### src/rtl/calc_pkg.sv
// -----------------------------------------------------------------------------
// calc_pkg
// Shared definitions for the calculator arithmetic unit.
//   DIV_WIDTH      default operand/result width of the sequential divider
//   DIV0_QUOTIENT  quotient reported for a zero divisor (all-ones, truncated
//                  to the divider width at the point of use)
//   div_state_e    divider FSM state encoding
// -----------------------------------------------------------------------------
package calc_pkg;

   localparam int DIV_WIDTH = 4;

   // Held 32 bits wide so a width cast at the use site gives all-ones for any
   // divider width up to 32.
   localparam logic [31:0] DIV0_QUOTIENT = '1;

   // Encoding chosen so that bit 0 is "busy" (CALC or DONE) and bit 1 is
   // "done" (DONE only). The status outputs are then plain flop bits.
   typedef enum logic [1:0] {
      ST_IDLE = 2'b00,
      ST_CALC = 2'b01,
      ST_DONE = 2'b11
   } div_state_e;

endpackage : calc_pkg

### src/rtl/four_bit_divider_if.sv
// -----------------------------------------------------------------------------
// four_bit_divider_if
// Request/result bundle of the sequential divider.
//   start        request strobe, sampled by the divider only while idle
//   dividend     unsigned dividend, captured on an accepted start
//   divisor      unsigned divisor, captured on an accepted start
//   busy         divider is working or presenting a result
//   done         one-cycle strobe, results valid
//   quotient     registered quotient
//   remainder    registered remainder
//   div_by_zero  registered flag, last accepted divisor was zero
// Modports: master = requester (calculator decoder / bench), slave = divider.
// -----------------------------------------------------------------------------
interface four_bit_divider_if
   import calc_pkg::*;
#(
   parameter int WIDTH = DIV_WIDTH
);

   logic             start;
   logic [WIDTH-1:0] dividend;
   logic [WIDTH-1:0] divisor;
   logic             busy;
   logic             done;
   logic [WIDTH-1:0] quotient;
   logic [WIDTH-1:0] remainder;
   logic             div_by_zero;

   modport master (
      output start, dividend, divisor,
      input  busy, done, quotient, remainder, div_by_zero
   );

   modport slave (
      input  start, dividend, divisor,
      output busy, done, quotient, remainder, div_by_zero
   );

endinterface : four_bit_divider_if

### src/rtl/div_step.sv
// -----------------------------------------------------------------------------
// div_step
// One combinational restoring-division iteration.
//   partial   (WIDTH+1)-bit partial remainder: working remainder with the next
//             dividend bit shifted in
//   divisor   unsigned divisor
//   next_rem  remainder after the trial subtraction / restore
//   q_bit     quotient bit produced by this iteration
// -----------------------------------------------------------------------------
module div_step
   import calc_pkg::*;
#(
   parameter int WIDTH = DIV_WIDTH
) (
   input  logic [WIDTH:0]   partial,
   input  logic [WIDTH-1:0] divisor,
   output logic [WIDTH-1:0] next_rem,
   output logic             q_bit
);

   logic [WIDTH:0] trial;

   // The partial is always below 2*divisor, so both the trial (when it is
   // non-negative) and the restored partial (when it is not) fit in WIDTH bits.
   always_comb begin
      trial    = partial - {1'b0, divisor};
      q_bit    = ~trial[WIDTH];
      next_rem = q_bit ? trial[WIDTH-1:0] : partial[WIDTH-1:0];
   end

endmodule : div_step

### src/rtl/four_bit_divider.sv
// -----------------------------------------------------------------------------
// four_bit_divider
// Sequential unsigned restoring divider: one trial subtraction per clock,
// WIDTH iterations per division, one-cycle done strobe. A zero divisor skips
// the iterations and reports an all-ones quotient, the dividend as remainder
// and div_by_zero.
//   clk    rising-edge clock
//   rst_n  asynchronous active-low reset; abandons any operation in flight
//   bus    four_bit_divider_if.slave (start/operands in, status/results out)
// All outputs come straight from flops.
// -----------------------------------------------------------------------------
module four_bit_divider
   import calc_pkg::*;
#(
   parameter int WIDTH = DIV_WIDTH
) (
   input  logic                     clk,
   input  logic                     rst_n,
   four_bit_divider_if.slave        bus
);

   localparam int               CNT_W     = $clog2(WIDTH + 1);
   localparam logic [CNT_W-1:0] LAST_ITER = CNT_W'(WIDTH - 1);

   div_state_e       state_q;
   div_state_e       state_d;

   // dvd_q starts as the latched dividend; each iteration shifts the consumed
   // MSB out and the new quotient bit in, so it ends holding the quotient.
   logic [WIDTH-1:0] dvd_q;
   logic [WIDTH-1:0] dsr_q;
   logic [WIDTH-1:0] rem_q;
   logic [CNT_W-1:0] cnt_q;

   logic [WIDTH-1:0] quot_q;
   logic [WIDTH-1:0] rmd_q;
   logic             dbz_q;

   logic             busy;
   logic             done;

   logic [WIDTH:0]   partial;
   logic [WIDTH-1:0] step_rem;
   logic             step_qbit;
   logic [WIDTH-1:0] step_quot;

   // ---------------------------------------------------------------------------
   // Iteration datapath
   // ---------------------------------------------------------------------------
   assign partial   = {rem_q, dvd_q[WIDTH-1]};
   assign step_quot = {dvd_q[WIDTH-2:0], step_qbit};

   div_step #(
      .WIDTH    (WIDTH)
   ) u_div_step (
      .partial  (partial),
      .divisor  (dsr_q),
      .next_rem (step_rem),
      .q_bit    (step_qbit)
   );

   // ---------------------------------------------------------------------------
   // FSM: state register
   // ---------------------------------------------------------------------------
   always_ff @(posedge clk or negedge rst_n) begin
      // NOTE: clocked state uses non-blocking assignment so every flop samples
      // the pre-edge values, independent of statement order.
      if (!rst_n) begin
         state_q <= ST_IDLE;
      end else begin
         state_q <= state_d;
      end
   end

   // ---------------------------------------------------------------------------
   // FSM: next-state logic
   // ---------------------------------------------------------------------------
   always_comb begin
      // NOTE: default assignment first so every path drives state_d; a path
      // that left it unassigned would infer a latch.
      state_d = state_q;
      case (state_q)
         ST_IDLE: begin
            if (bus.start) begin
               state_d = (bus.divisor == '0) ? ST_DONE : ST_CALC;
            end
         end
         ST_CALC: begin
            if (cnt_q == LAST_ITER) begin
               state_d = ST_DONE;
            end
         end
         ST_DONE: state_d = ST_IDLE;
         default: state_d = ST_IDLE;
      endcase
   end

   // ---------------------------------------------------------------------------
   // FSM: outputs (direct state bits, see the encoding in calc_pkg)
   // ---------------------------------------------------------------------------
   always_comb begin
      busy = state_q[0];
      done = state_q[1];
   end

   // ---------------------------------------------------------------------------
   // Operand, working and result registers
   // ---------------------------------------------------------------------------
   always_ff @(posedge clk or negedge rst_n) begin
      if (!rst_n) begin
         dvd_q  <= '0;
         dsr_q  <= '0;
         rem_q  <= '0;
         cnt_q  <= '0;
         quot_q <= '0;
         rmd_q  <= '0;
         dbz_q  <= 1'b0;
      end else begin
         case (state_q)
            ST_IDLE: begin
               if (bus.start) begin
                  if (bus.divisor != '0) begin
                     dvd_q <= bus.dividend;
                     dsr_q <= bus.divisor;
                     rem_q <= '0;
                     cnt_q <= '0;
                     dbz_q <= 1'b0;
                  end else begin
                     // Results are final at once; the working registers are
                     // left alone because no iterations follow.
                     quot_q <= WIDTH'(DIV0_QUOTIENT);
                     rmd_q  <= bus.dividend;
                     dbz_q  <= 1'b1;
                  end
               end
            end
            ST_CALC: begin
               rem_q <= step_rem;
               dvd_q <= step_quot;
               cnt_q <= cnt_q + CNT_W'(1);
               // Publish on the last iteration so the results are valid in
               // the DONE cycle and stay untouched while iterating.
               if (cnt_q == LAST_ITER) begin
                  quot_q <= step_quot;
                  rmd_q  <= step_rem;
               end
            end
            default: ;
         endcase
      end
   end

   assign bus.busy        = busy;
   assign bus.done        = done;
   assign bus.quotient    = quot_q;
   assign bus.remainder   = rmd_q;
   assign bus.div_by_zero = dbz_q;

endmodule : four_bit_divider

### src/flat_wrapper.sv
// flat-port wrapper written by rule: the top's interface ports become plain ports
module four_bit_divider_flat import calc_pkg::*;
#(
   parameter int WIDTH = DIV_WIDTH
)
  (clk, rst_n, bus_start, bus_dividend, bus_divisor, bus_busy, bus_done, bus_quotient, bus_remainder, bus_div_by_zero);
  four_bit_divider_if #(.WIDTH(WIDTH)) bus_i ();
  input  logic clk;
  input  logic rst_n;
  input wire logic [$bits(bus_i.start)-1:0] bus_start;
  input wire logic [$bits(bus_i.dividend)-1:0] bus_dividend;
  input wire logic [$bits(bus_i.divisor)-1:0] bus_divisor;
  output wire logic [$bits(bus_i.busy)-1:0] bus_busy;
  output wire logic [$bits(bus_i.done)-1:0] bus_done;
  output wire logic [$bits(bus_i.quotient)-1:0] bus_quotient;
  output wire logic [$bits(bus_i.remainder)-1:0] bus_remainder;
  output wire logic [$bits(bus_i.div_by_zero)-1:0] bus_div_by_zero;
  assign bus_i.start = bus_start;
  assign bus_i.dividend = bus_dividend;
  assign bus_i.divisor = bus_divisor;
  assign bus_busy = bus_i.busy;
  assign bus_done = bus_i.done;
  assign bus_quotient = bus_i.quotient;
  assign bus_remainder = bus_i.remainder;
  assign bus_div_by_zero = bus_i.div_by_zero;
  four_bit_divider #(.WIDTH(WIDTH)) u_core (.clk(clk), .rst_n(rst_n), .bus(bus_i));
endmodule
### config.mk
export PLATFORM = sky130hd
export DESIGN_NAME = four_bit_divider_flat
export DESIGN_NICKNAME = d
export VERILOG_FILES = /design/src/rtl/calc_pkg.sv /design/src/rtl/four_bit_divider_if.sv /design/src/rtl/div_step.sv /design/src/rtl/four_bit_divider.sv /design/src/flat_wrapper.sv
export SDC_FILE = /design/constraint.sdc
export NUM_CORES = 1
export LEC_CHECK = 0
export ABC_AREA = 0
export ABC_CLOCK_PERIOD_IN_PS = 2310
export CORE_MARGIN = 3
export CORE_UTILIZATION = 50
export DETAILED_ROUTE_END_ITERATION = 7
export HOLD_SLACK_MARGIN = 0.12
export PLACE_DENSITY = 0.75
export SETUP_SLACK_MARGIN = 0.4
export SYNTH_ARGS = -nofsm -noshare
export SYNTH_HDL_FRONTEND = slang
export SYNTH_SLANG_ARGS = --single-unit
export TNS_END_PERCENT = 10
### constraint.sdc
create_clock -name clk -period 2.31 [get_ports clk]
set_input_delay 0.231 -clock clk [delete_from_list [all_inputs] [get_ports clk]]
set_output_delay 0.231 -clock clk [all_outputs]
set_load 0.005 [all_outputs]
==> reports/results.txt, run 1 <==
The worst setup path is captured at a flop. Number of DRC violations after detailed routing: 0. The hold violation count in the final report came out at 0. The number of max-slew violations in the final report came out at 0.

The smallest hold slack is 234.8 ps, and the post-synthesis area per instance is 9.257 sq um. After synthesis, the netlist uses 37 different library cells. The overall track demand over capacity in global routing was 20.83%; the largest buffer count on any clock path was 2. The number of vias per cell is 6.005. Global routing finished with a remaining overflow of 0. STA puts the critical path data arrival time at 2370 ps. VDD sags by at most 1239 uV. TritonCTS built the clock tree. For the internal power, the log shows 1915 uW. The highest metal layer with signal wires was met4.

Summing all placed instances gives a cell area of 1674 sq um. The top fanout value on the critical path was 3; the switching share of total power was 43.36%. The cell area that synthesis handed to floorplanning was 1416 sq um. The peak clock frequency supported by timing was 465.3 MHz; the die area was 3508 sq um.

The clock reaches the later pin of the worst-skew pair after 330 ps. The top-level I/O count was 22. For the setup slack after layout, the log shows 160.7 ps. The run gives 164 um as the routed wire length on met3.

Post-route cell area: 1829 sq um. After synthesis, the cell types taking the most area are sky130_fd_sc_hd__dfrtp_1, sky130_fd_sc_hd__nand2_1, sky130_fd_sc_hd__ha_1. The clock tree skew after final layout is 5.043 ps, and the count of maximum capacitance violations is 0.

The via count of the first global-routing pass was 1236; the number of instances in the synthesized netlist was 153. Number of antenna violations at the first check in global routing: 0. The tools report the detailed-route via count as 1273. For this design, the sink count on the clock tree is 26. The run gives 0 as the number of warnings printed during yosys synthesis.

The floorplan step defined a core boundary enclosing 2590 sq um. The dominant cell by count in the synthesized netlist was sky130_fd_sc_hd__nand2_1. The worst hold path belongs to the class in -> async. Setup repair after global routing could not meet its margin everywhere. After detailed routing, the average wire length per cell comes to 15.74 um.

For the detailed-router iteration count before antenna repair, the log shows 4. For the initial detailed-routing violation count, the log shows 65. In this run the remaining antenna-violating nets after routing total 0. Dividing total power by cell area gives a power density of 1849 nW/um^2. The area share of the largest cell type after synthesis works out to 45.94%.

Once detailed placement completed, the half-perimeter wirelength came to 2.269 mm. The transition time at the pin with the least slew margin is 642.0 ps, and the ratio of cells with drive above 1 in the final layout is 20.33%. For this design the static power due to leakage is 0.0007794 uW. For the share of synthesized area occupied by flip-flops and latches, the log shows 45.94%.

The initial core utilization came out at 54.69%. The width of the chip was 59.23 um; the final setup TNS was 0 ps. From synthesis to final layout, the design area changed by 29.15%. Per report_power, the combinational group accounts for 64.3% of the total. For the sum of routed wire segments on met1, the log shows 1.485 mm. The clock group share of total power was 9.4%; the hold buffer count at cts was 0. Entering global routing, the biggest net connects 27 pins. Excluding fillers, the count of instances in the completed layout stands at 212.

The routed length on met2 was 1.589 mm. The run finished with clean final reports. During placement, the flow inserted port buffers numbering 21. The logs give 5.520 mm for the global-route wire length before repair and 1 for the number of H-tree levels. In this run, placement finished with an instance count of 202. Summed over all instances, the cell type with the most area after synthesis is sky130_fd_sc_hd__dfrtp_1.

The worst setup path is of the reg -> reg kind. The vertical die dimension was 59.23 um. In the synthesized netlist the dominant register cell turns out to be sky130_fd_sc_hd__dfrtp_1.

The routed wire length was 3.337 mm; the final antenna diode count was 0. The final net count is 201. The floorplan has 18 rows. Setup violations remaining at the end of the flow were counted as 0.

Counting flops and latches in the post-synthesis netlist gives 26. At the placement stage, the worst setup path has a slack of 95.59 ps. The final critical-path required period came out at 2149 ps. Counting the buffers created by CTS gives 3. Headroom to the max-slew limit came out at 57.15%. The commonest cells after synthesis are sky130_fd_sc_hd__nand2_1, sky130_fd_sc_hd__dfrtp_1, sky130_fd_sc_hd__nor2_1. The root buffer cell chosen for the clock tree is sky130_fd_sc_hd__clkbuf_4. Counting flops with an async set or reset pin after synthesis yields a share of 100.0%. STA classifies the critical path startpoint as a flop. Clock-pin slew was measured on the worst setup and hold paths at 140 ps. At the end of routability-driven placement, the weighted congestion stood at 0.8861. Of the available clock period, the critical path in the final layout requires 93.04%. Summed over all nets, the switching power comes to 1467 uW. When the netlist entered floorplanning its net count stood at 171. The sequential group share of total power came out at 26.2%.

The number of synthesized flops with an enable pin works out to 0. The required time of the critical path is 2530 ps.
==> logic make-up (layout without fill, tap and decap cells) <==
| kind of cell | count (synthesis) | in the layout | synth area share, % |
|---|---|---|---|
| simple gates | 73 | 73 | 23.68 |
| compound gates | 31 | 31 | 17.14 |
| flops | 26 | 26 | 45.94 |
| buf+inv | 13 | 42 | 4.682 |
| fa+ha+maj | 7 | 7 | 6.714 |
| xor+xnor | 3 | 3 | 1.855 |
==> path summary, 6_finish.rpt <==
path                                       from                       to  slack [ps]  cells after the start
worst max-delay path            u_core.dsr_q[0]  u_core.bus.remainder[3]         160                      7
worst min-delay path                      rst_n          u_core.dsr_q[1]         230                      2
worst max register to register  u_core.dsr_q[0]  u_core.bus.remainder[3]         160                      7
worst min register to register  u_core.cnt_q[0]          u_core.cnt_q[0]         500                      1
max in group asynchronous                 rst_n          u_core.rem_q[2]        1820                      2
min in group clk                 bus_divisor[0]          u_core.dsr_q[0]         440                      3
==> worst max-delay path, cell delays in order (launching register included) <==
cell and delay (ps):
sky130_fd_sc_hd__dfrtp_1 440, sky130_fd_sc_hd__ha_4 180, sky130_fd_sc_hd__fa_2 340, sky130_fd_sc_hd__nand2b_4 170, sky130_fd_sc_hd__a21o_4 250, sky130_fd_sc_hd__xnor2_4 160
sky130_fd_sc_hd__a2111oi_4 400, sky130_fd_sc_hd__o22ai_2 110
==> routing by layer <==
metal	GRT usage [%]	up-vias
met5	0	-
met2	31.83	48
met4	9.385	0
met3	3.922	11
li1	-	594
met1	28.53	620
==> sequential cells by signal, indices dropped and copies added (netlist names) <==
signal                  cells
u_core.bus.quotient         4
u_core.bus.remainder        4
u_core.dsr_q                4
u_core.dvd_q                4
u_core.rem_q                4
u_core.cnt_q                3
u_core.state_q              2
u_core.bus.div_by_zero      1
==> cells in the final DEF (no fill, tap or decap), drive strengths merged <==
cell type and instances:
nor3 2, a22o 1, and2 1, o21ai 5, nor2 21, a211oi 1, a21o 1, clkbuf 3
fa 1, o32a 1, nand2 30, buf 9, nor3b 1, a2111oi 1, bufinv 1, or3 2
or2 1, xnor2 2, inv 8, nor2b 1, ha 6, a31oi 7, a21oi 11, nand3 6
dfrtp 26, nand2b 2, nor4 4, o22ai 3, clkdlybuf4s50 21, and3 1, xor2 1, or4 1
==> final cells by class <==
type                    instances  area (sq um)
inverters                       8         30.03
clock buffers                   3         22.52
well taps                      30         37.54
clock inverters                 1         30.03
repair buffers                 30         277.8
multi-input cells             114         780.7
flip-flops and latches         26         650.6
fillers                       211         760.7
==> timing repair <==
action	4_1_cts	5_1_grt
gates resized for setup	7	1
endpoints found under the setup margin	9	10
endpoints found under the hold margin	0	0
buffers inserted	3	3
pin swaps	5	6
==> per-stage QoR <==
stage / total power, uW / utilization [%]
final: 3382 / 70.63
after global routing: 3645 / 70.63
after CTS: 3210 / 69.52
after detailed placement: 2624 / 64.64
after global placement: 2578 / 64.64
after floorplan: 2154 / -
==> power by group through the flow <==
| stage | clock, uW | combinational (uW) | sequential (uW) |
|---|---|---|---|
| after floorplan | 0 | 1310 | 840 |
| after global placement | 0 | 1700 | 880 |
| after detailed placement | 0 | 1730 | 890 |
| after CTS | 325 | 2000 | 884 |
| after global routing | 339 | 2390 | 919 |
| final | 319 | 2180 | 887 |
(Power assumes the default switching activity.)
==> run 2: changes to the inputs <==
CTS_CLUSTER_DIAMETER = 30   (was not set)
==> results of run 2 <==
Same layout as run 1: the final DEF is identical, and so are final timing and power.
==> run 3: changes to the inputs <==
CORE_MARGIN = not set   (was 3)
PLACE_DENSITY = not set   (was 0.75)
PLACE_DENSITY_LB_ADDON = 0.3   (was not set)
==> reports/results.txt, run 3 (synthesis results as in run 1) <==
For the setup slack after layout, the log shows 214.9 ps (+54.18 ps). The initial detailed-routing violation count is 33 (-49%). The clock-pin transition on the worst setup and hold timing paths is 140 ps (about the same), and the largest net degree at the start of global routing is 27 (unchanged). The count of buffers from port buffering was 21 (unchanged); the internal power was 1685 uW (-12%). Kind of start point of the critical path: a flop.

The tightest min-delay check is of the in -> async type. Count of standard-cell rows: 18 (unchanged). The clock group share of total power came out at 6.3% (-3.1 points). Count of filler cells inserted in the layout: 210 (-0.47%).

The logs give 0 (unchanged) for the count of endpoints failing setup in the final report and 0 (unchanged) for the antenna violation net count after detailed routing. In the layout the commonest cells are sky130_fd_sc_hd__nand2_1, sky130_fd_sc_hd__dfrtp_1, sky130_fd_sc_hd__clkdlybuf4s50_1. The tools report the post-route cell area as 1754 sq um (-4.1%). The worst-case headroom to the max-slew limit was 56.86% (-0.29 points). The logs give 1 (unchanged) for the number of H-tree levels and 3.073 mm (-7.9%) for the routed wire length. The transition time at the pin with the least slew margin is 646.3 ps (+4.289 ps).

For the number of DRC violations after detailed routing, the log shows 0 (unchanged). Setup repair after global routing could not meet its margin everywhere. The tools report the number of clock buffers inserted by TritonCTS as 3 (unchanged). Critical-path cell with the highest stage delay: sky130_fd_sc_hd__dfrtp_1. The global-route wire length before repair was 5.485 mm (-0.63%). The ratio of cells with drive above 1 in the final layout works out to 18.33% (-2.0 points). The routed wire length per instance was 14.63 um (-7.0%); the worst setup slack after placement was 115.8 ps (+20.26 ps).

The power per unit of standard cell area was 1736 nW/um^2 (-6.1%); the switching share of total power was 44.67% (+1.3 points). HPWL after detailed placement: 2.169 mm (-4.4%). The end-of-flow core utilization was 68.32% (-2.3 points); the area of combinational cells with multiple inputs was 743.2 sq um (-4.8%).

Largest voltage drop on the vdd net: 1128 uV (-8.9%). The routability-driven placement congestion ratio is 0.9612 (+8.5%), and the width of the chip is 55.23 um (-6.8%). The total cell area at the placement stage was 1674 sq um (unchanged); the count of maximum capacitance violations was 0 (unchanged). The longest individual stage delay on the worst path was 430 ps (about the same); the clock latency on the worst-skew pair was 320 ps (about the same). For the overall track demand over capacity in global routing, the log shows 22.46% (+1.6 points). Walking the worst path, the cells encountered are ha_4 -> fa_2 -> nand2b_4 -> a21o_1 -> xnor2_2 -> a2111oi_2 -> o22ai_1. The final setup TNS is 0 ps (unchanged), and the switching component of the power is 1361 uW (-7.2%). From synthesis to final layout, the design area changed by 23.85%. The logs give 0 (unchanged) for the aggregate global routing overflow and 2520 ps (about the same) for the required time of the critical path.

The tree is rooted in a sky130_fd_sc_hd__clkbuf_4. The initial core utilization is 55.17% (+0.48 points), and the total number of clock tree sinks is 26 (unchanged). The via count of the first global-routing pass was 1202 (-2.8%).

TritonCTS built the clock tree. The run gives 64.9% (+0.6 points) as the power share of the combinational group. The top fanout value on the critical path works out to 3 (unchanged). The flow ran to the end, and the final reports show no timing, DRC or antenna violations.

The logs give 22 (unchanged) for the top-level I/O count and 3050 sq um (-13%) for the die area. The number of vias per cell was 5.724 (-4.7%); the number of antenna violations at the first check in global routing was 0 (unchanged). Area of all sequential standard cells: 650.6 sq um (unchanged). The largest buffer count on any clock path was 2 (unchanged); the final antenna diode count was 0 (unchanged). The sequential group share of total power came out at 28.8% (+2.6 points). The critical path is of the reg -> reg type.

The core area is 2567 sq um (-0.87%), and the final critical-path required period is 2095 ps (-54.18 ps). For the cell leakage power, the log shows 0.0007549 uW (-3.1%). The vertical die dimension came out at 55.23 um (-6.8%).

The detailed-router iteration count before antenna repair was 4 (unchanged); the detailed-route via count was 1202 (-5.6%). The share of the cycle needed by the critical path after routing came out at 90.70% (-2.3 points). The library cell used most frequently in the layout, excluding fill and tap cells, is sky130_fd_sc_hd__nand2_1. Number of max-slew violations in the final report: 0 (unchanged).

The sort of element at the end of the critical path was a flop. The clock tree skew after final layout is 2.448 ps (-2.595 ps). The final net count is 200 (-0.50%), and the peak clock frequency supported by timing is 477.3 MHz (+2.6%). The hold violation count in the final report came out at 0 (unchanged). For the data arrival time at the worst-slack endpoint, the log shows 2300 ps (-70 ps).
-- run 3: changes by cell type in the layout (fill, tap and decap cells not counted), sizes merged --
cell	delta
buf	-1
bufinv	-1
-- run 3: per-stage QoR --
step           std cells  power (uW)  hold slack (ps)
2_1_floorplan        153        2154           -64.59
3_3_place_gp         202        2567            466.2
3_5_place_dp         202        2632            466.4
4_1_cts              207        2911            262.9
5_1_grt              210        3315            294.3
6_report             210        3046            255.0
-- run 3: cell type report --
cell class	count	share of cell area [%]
tap	30	2.140
clock buffer	3	1.284
multi-input combinational	114	42.37
inverter	8	1.712
timing repair buffer	29	15.41
sequential	26	37.09
-- run 3: metal layers --
layer | share of wire (%) | vias up | GRT usage (%)
met5 | 0 | - | 0
met4 | 1.4 | 0 | 7.143
met3 | 4.9 | 6 | 3.747
met2 | 47 | 29 | 35.97
met1 | 47 | 586 | 31.18
li1 | - | 581 | -
-- run 3: what timing repair did --
action,in CTS,in global routing
hold buffers,0,0
pin swaps,2,4
setup buffers,2,3
gates cloned,0,0
gates resized for setup,1,3
endpoints found under the setup margin,9,10
-- run 3: path summary, 6_finish.rpt --
path / from / to / slack, ps / cells past startpoint
max: u_core.dsr_q[0] / u_core.bus.remainder[3] / 210 / 7
min: rst_n / u_core.rem_q[3] / 250 / 2
max reg2reg: u_core.dsr_q[0] / u_core.bus.remainder[3] / 210 / 7
min reg2reg: u_core.cnt_q[0] / u_core.cnt_q[0] / 490 / 1
max in group asynchronous: rst_n / u_core.bus.div_by_zero / 1800 / 2
min in group clk: bus_divisor[2] / u_core.dsr_q[2] / 460 / 3
-- run 3: power groups by stage --
stage / clock network, uW / registers [uW] / logic [uW]
5_1_grt: 215 / 908 / 2190
3_5_place_dp: 0 / 884 / 1750
6_report: 193 / 877 / 1980
3_3_place_gp: 0 / 874 / 1690
2_1_floorplan: 0 / 840 / 1310
4_1_cts: 200 / 869 / 1840
-- run 3: worst max-delay path: cells and delay by family (launching register included) --
kind | cells | cell delay, ps
and+or+nand+nor | 1 | 160
AOI/OAI and AO/OA | 3 | 680
xor gates and xnor gates | 1 | 170
adders and majority gates | 2 | 540
DFF | 1 | 430
